===== src/rtl/count_wrap_tracker.sv =====
// count_wrap_tracker
// Watches the count output of an upstream N-bit down counter and checks
// that every sampled step is a decrement by one, modulo 2^WIDTH. It extends
// the count with a wrap counter into a wider elapsed-ticks value, flags
// illegal steps, and runs an IDLE/ACQUIRE/LOCKED/FAULT health state machine.
// All outputs are registered and update one clock after the qualifying sample.
module count_wrap_tracker #(
    parameter int unsigned WIDTH    = 4,
    parameter int unsigned EXT_W    = 4,
    parameter int unsigned LOCK_LEN = 3,
    parameter int unsigned ERR_W    = 8
) (
    input  logic                   clk,
    input  logic                   reset,
    input  logic [WIDTH-1:0]       count_in,
    input  logic                   count_valid,
    input  logic                   upstream_rst,
    input  logic                   clr_err,
    output logic                   locked,
    output logic                   wrap_pulse,
    output logic [EXT_W-1:0]       wrap_cnt,
    output logic [EXT_W+WIDTH-1:0] elapsed,
    output logic                   step_err,
    output logic [ERR_W-1:0]       err_cnt
);

    // Run counter must be able to hold LOCK_LEN itself.
    localparam int unsigned RUN_W = (LOCK_LEN < 1) ? 1 : $clog2(LOCK_LEN + 1);

    localparam logic [WIDTH-1:0] CNT_ONE  = WIDTH'(1);
    localparam logic [RUN_W-1:0] RUN_ONE  = RUN_W'(1);
    localparam logic [RUN_W-1:0] RUN_LOCK = RUN_W'(LOCK_LEN);
    localparam logic [EXT_W-1:0] WRAP_ONE = EXT_W'(1);
    localparam logic [ERR_W-1:0] ERR_ONE  = ERR_W'(1);

    typedef enum logic [1:0] {
        IDLE,
        ACQUIRE,
        LOCKED,
        FAULT
    } state_t;

    state_t           state, state_n;

    logic [WIDTH-1:0] prev, prev_n;
    logic [RUN_W-1:0] run, run_n;
    logic [EXT_W-1:0] wrap_cnt_n;
    logic             step_err_n;
    logic [ERR_W-1:0] err_cnt_n;
    logic             wrap_pulse_n;

    logic [WIDTH-1:0] prev_dec;
    logic             legal;
    logic             at_zero;
    logic [RUN_W-1:0] run_inc;
    logic             err_sat;

    // Step classification helpers derived from the last accepted sample.
    always_comb begin
        prev_dec = prev - CNT_ONE;
        legal    = (count_in == prev_dec);
        at_zero  = (prev == '0);
        run_inc  = run + RUN_ONE;
        err_sat  = (err_cnt == '1);
    end

    // Next-state and next-datapath decode; priority upstream_rst > clr_err > count_valid.
    always_comb begin
        state_n      = state;
        prev_n       = prev;
        run_n        = run;
        wrap_cnt_n   = wrap_cnt;
        step_err_n   = step_err;
        err_cnt_n    = err_cnt;
        wrap_pulse_n = 1'b0;

        if (upstream_rst) begin
            state_n    = IDLE;
            prev_n     = '1;
            run_n      = '0;
            wrap_cnt_n = '0;
            if (clr_err) begin
                step_err_n = 1'b0;
            end
        end else if (clr_err) begin
            step_err_n = 1'b0;
            if (state == FAULT) begin
                state_n = IDLE;
            end
        end else if (count_valid) begin
            unique case (state)
                IDLE: begin
                    prev_n  = count_in;
                    run_n   = '0;
                    state_n = ACQUIRE;
                end
                ACQUIRE: begin
                    prev_n = count_in;
                    if (legal) begin
                        run_n = run_inc;
                        if (run_inc == RUN_LOCK) begin
                            state_n = LOCKED;
                        end
                    end else begin
                        run_n = '0;
                    end
                end
                LOCKED: begin
                    prev_n = count_in;
                    if (legal) begin
                        if (at_zero) begin
                            wrap_pulse_n = 1'b1;
                            wrap_cnt_n   = wrap_cnt + WRAP_ONE;
                        end
                    end else begin
                        step_err_n = 1'b1;
                        if (!err_sat) begin
                            err_cnt_n = err_cnt + ERR_ONE;
                        end
                        state_n = FAULT;
                    end
                end
                FAULT: begin
                    // Samples are ignored until clr_err or upstream_rst.
                end
                default: begin
                    state_n = IDLE;
                end
            endcase
        end
    end

    // State register.
    always_ff @(posedge clk) begin
        if (reset) begin
            state <= IDLE;
        end else begin
            state <= state_n;
        end
    end

    // Datapath and registered outputs; locked is decoded from the next state.
    always_ff @(posedge clk) begin
        if (reset) begin
            prev       <= '1;
            run        <= '0;
            locked     <= 1'b0;
            wrap_pulse <= 1'b0;
            wrap_cnt   <= '0;
            step_err   <= 1'b0;
            err_cnt    <= '0;
        end else begin
            prev       <= prev_n;
            run        <= run_n;
            locked     <= (state_n == LOCKED);
            wrap_pulse <= wrap_pulse_n;
            wrap_cnt   <= wrap_cnt_n;
            step_err   <= step_err_n;
            err_cnt    <= err_cnt_n;
        end
    end

    // Elapsed ticks since all-ones: wraps above, down-count distance below.
    always_comb begin
        elapsed = {wrap_cnt, ~prev};
    end

endmodule

===== config.mk =====
export PLATFORM = sky130hd
export DESIGN_NAME = count_wrap_tracker
export DESIGN_NICKNAME = d
export VERILOG_FILES = /design/src/rtl/count_wrap_tracker.sv
export SDC_FILE = /design/constraint.sdc
export NUM_CORES = 1
export LEC_CHECK = 0
export ABC_AREA = 0
export BUFFER_PORTS_ARGS = -buffer_cell sky130_fd_sc_hd__buf_2
export CELL_PAD_IN_SITES_DETAIL_PLACEMENT = 0
export CELL_PAD_IN_SITES_GLOBAL_PLACEMENT = 2
export CORE_UTILIZATION = 32
export DETAILED_ROUTE_END_ITERATION = 7
export HOLD_SLACK_MARGIN = 0.02
export PLACE_DENSITY = 0.91
export SETUP_SLACK_MARGIN = 0.2
export SYNTH_ARGS = -nofsm -noshare
export SYNTH_HDL_FRONTEND = slang
export SYNTH_SLANG_ARGS = --single-unit

===== constraint.sdc =====
create_clock -name clk -period 3.1 [get_ports clk]
set_clock_uncertainty 0.05 [all_clocks]
set_input_delay 0.775 -clock clk [delete_from_list [all_inputs] [get_ports clk]]
set_output_delay 0.775 -clock clk [all_outputs]
set_load 0.02 [all_outputs]

==> impl_summary.txt <==
----------------------------------------------------
[Run status]
  Result of the run ... finished clean

[Die]
  X dimension of the die ... 65.1 um
  Die boundary height ... roughly 65 um
  Top-level I/O count ... 32
  Starting density of the core ... 34.0%
  Placement Rows ... 22
  Die Footprint ... 0.00424 mm2
  Core box area ... roughly 0.0037 mm2

[Timing]
  Setup-violating endpoint count in the final report ... 0
  Final hold viol count ... 0
  TNS Setup ... 0 ns
  Max Freq ... around 430 MHz
  Worst Max-Slew Pin Slew ... 0.623 ns
  Post-route worst setup slack ... 0.765 ns
  Share of the clock period used by the worst path after layout ... 75.3%
  Max-slew violation count ... 0
  Worst slew margin relative to its limit ... 58.4%
  RSZ-0062 raised after global routing ... false
  Final critical-path required period ... 2.33 ns

[Critical path]
  Required time of the worst setup path ... 3.21 ns
  Startpoint types ... input port
  Endpoint class of the critical path ... register
  Worst EP arrival ... 2.44 ns
  Highest fanout seen on the critical path ... 8
  Critical path type ... input port to register

[Clock tree]
  Clock buffers created by TritonCTS ... 3
  Clock Pin Slew Worst Setup and Hold Paths ... 0.08 ns
  Root buffer cell ... sky130_fd_sc_hd__clkbuf_8
  CTS tree ... built
  Hold-fix buffers, CTS ... 0
  Post-CTS resize count ... 0
  CTS Sinks ... 23
  Number of buffers on the longest clock path ... 2
  Setup fix buffers added after clock tree synthesis ... 0
  Clock latency reported for the late side of the worst-skew pair ... 0.26 ns
  H-Tree Level Count ... 1

[Synthesis]
  Gate Count Post-Synth ... 149
  Share of synthesized area occupied by flip-flops and latches ... 36.1%
  Post-synth top cells ... sky130_fd_sc_hd__dfxtp_1 (23), sky130_fd_sc_hd__nor2_1 (16), sky130_fd_sc_hd__nand2_1 (13), sky130_fd_sc_hd__nand3_1 (13), sky130_fd_sc_hd__inv_1 (9)
  Share of synthesized registers carrying an async set or reset ... 0%
  Prevailing post-synth register cell ... sky130_fd_sc_hd__dfxtp_1
  Synth area leader ... sky130_fd_sc_hd__dfxtp_1
  Post-synth design cell area ... ~0.0013 mm2
  Portion of synthesized cell area occupied by the leading cell type ... between 30% and 40%
  Post-synth EDFFs ... 0
  Number of warning messages in the yosys log ... 0
  Most area-consuming cells after synthesis ... sky130_fd_sc_hd__dfxtp_1 (36%), sky130_fd_sc_hd__nand3_1 (5.1%), sky130_fd_sc_hd__nor2_1 (4.7%)
  Most repeated cell in the gate-level netlist after synthesis ... sky130_fd_sc_hd__dfxtp_1
  Flip-flop and latch count after synthesis ... 23
  Synth Area per Inst ... approximately 8.5 um2
  Number of nets in the synthesized netlist ... roughly 160
  Number of distinct library cells after synthesis ... between 40 and 50

[Finish]
  Fraction of final layout cells with drive strength greater than 1 ... 27.0%
  Layout overhead on the synthesized area ... 15.5%
  Number of nets in the layout ... 188
  Fill count ... between 400 and 500
  Ant diodes ... 0

[Drt]
  Number of optimization iterations in the first detailed-route pass ... 4
  DRC violations left ... 0
  Wire length per cell ... 11.7 um
  First DRT Iteration DRCs ... 35
  Final routed wirelength across all metal layers ... 2.61 mm
  Via count ... 1100
  Number of nets with antenna violations after detailed routing ... 0
  Average via count per standard cell ... between 4 and 5

[GRT]
  Wire length of the first global-routing pass ... around 4.2 mm
  Vias in the first global route ... 979
  Antenna violations before repair ... 0
  Pin count of the biggest net entering global routing ... 17
  Overflow left after global routing ... 0
  All-Layer GR Usage ... 12.6%

[Power]
  Peak supply drop ... 184 uV
  Leakage Power ... 0.682 nW
  Power density relative to cell area ... between 300 and 400 mW/mm2

[Placement]
  HPWL after DPL ... a little over 2 mm
  Place WS ... 0.479 ns
  Quantity of I/O buffers inserted on ports ... 31
  Final GP Congestion ... roughly 0.83

[Run]
  Max_cap viols ... 0

[Hold path]
  HP Class ... register to register

----------------------------------------------------
==> worst max-delay path: stages <==
cell and delay (ns):
sky130_fd_sc_hd__buf_2 0.14, sky130_fd_sc_hd__nor2b_2 0.33, sky130_fd_sc_hd__nand3b_4 0.16, sky130_fd_sc_hd__or4b_1 0.52, sky130_fd_sc_hd__nor3_1 0.17, sky130_fd_sc_hd__mux2_2 0.35
==> power by group <==
group	total [mW]	internal (mW)	switching, mW
clock network	0.185	0.0895	0.0960
logic	0.0454	0.0170	0.0284
registers	0.300	0.297	0.00273
==> final timing paths <==
| check | slack, ns | endpoint | cells past startpoint | start |
|---|---|---|---|---|
| hold / removal | 0.42 | run[0] | 2 | run[0] |
| setup / recovery | 0.77 | err_cnt[3] | 6 | clr_err |
| hold reg to reg | 0.42 | run[0] | 2 | run[0] |
| setup reg to reg | 0.93 | err_cnt[2] | 7 | prev[0] |
==> metal layers <==
| metal | GRT usage, % | part of all wire (%) |
|---|---|---|
| met1 | 15.5 | 44 |
| met2 | 21.7 | 50 |
| met3 | 2.78 | 5.2 |
| met4 | 3.80 | 0.81 |
| met5 | 0 | 0 |
==> sequential cells by signal (all words and copies together) (netlist names) <==
name	flops
state	2
run	2
step_err	1
wrap_cnt	4
locked	1
prev	4
wrap_pulse	1
err_cnt	8
==> through the flow <==
stage	power, mW	std cells	instance area [um2]	util, %	hold slack, ns
6_report	0.531	222	1470	39.3	0.415
4_1_cts	0.540	222	1470	39.3	0.421
5_1_grt	0.558	222	1470	39.3	0.448
3_5_place_dp	0.353	218	1430	38.1	0.409
3_3_place_gp	0.352	218	1430	38.1	0.395
2_1_floorplan	0.339	149	1270	-	0.386
==> cell usage in the layout, fill, tap and decap left out, types with 3 or more instances in the layout <==
| cell type | synthesis | layout |
|---|---|---|
| sky130_fd_sc_hd__nor3_1 | 4 | 4 |
| sky130_fd_sc_hd__ha_1 | 4 | 4 |
| sky130_fd_sc_hd__a21oi_1 | 4 | 4 |
| sky130_fd_sc_hd__clkbuf_8 | 0 | 3 |
| sky130_fd_sc_hd__dfxtp_1 | 23 | 23 |
| sky130_fd_sc_hd__nand3_1 | 13 | 13 |
| sky130_fd_sc_hd__buf_2 | 0 | 31 |
| sky130_fd_sc_hd__nor4_1 | 3 | 3 |
| sky130_fd_sc_hd__inv_1 | 9 | 9 |
| sky130_fd_sc_hd__mux2_2 | 4 | 4 |
| sky130_fd_sc_hd__nand4_1 | 4 | 4 |
| sky130_fd_sc_hd__xnor2_1 | 4 | 4 |
| sky130_fd_sc_hd__nand2_1 | 13 | 13 |
| sky130_fd_sc_hd__xor2_1 | 3 | 3 |
| sky130_fd_sc_hd__nor2_1 | 16 | 16 |
| sky130_fd_sc_hd__nand2b_1 | 3 | 3 |
| sky130_fd_sc_hd__nor2b_1 | 4 | 4 |
==> logic make-up after synthesis <==
logic type | after synthesis | share of synthesized area [%]
adders and majority gates | 4 | 3.93
muxes | 6 | 5.11
and+or+nand+nor | 77 | 33.9
AOI/OAI and AO/OA | 12 | 6.68
xor gates and xnor gates | 8 | 6.58
buffers and inverters | 19 | 7.66
DFF | 23 | 36.1
==> cell type report <==
class / count / area [um2] / share of cell area [%]
Inverter: 9 / 33.8 / 2.30
Clock inverter: 1 / 5.00 / 0.340
Multi-Input combinational cell: 107 / 716 / 48.6
Tap cell: 48 / 60.1 / 4.08
Timing Repair Buffer: 31 / 155 / 10.5
Clock buffer: 3 / 41.3 / 2.81
Sequential cell: 23 / 460 / 31.3
Power figures use the tool's default switching activity.
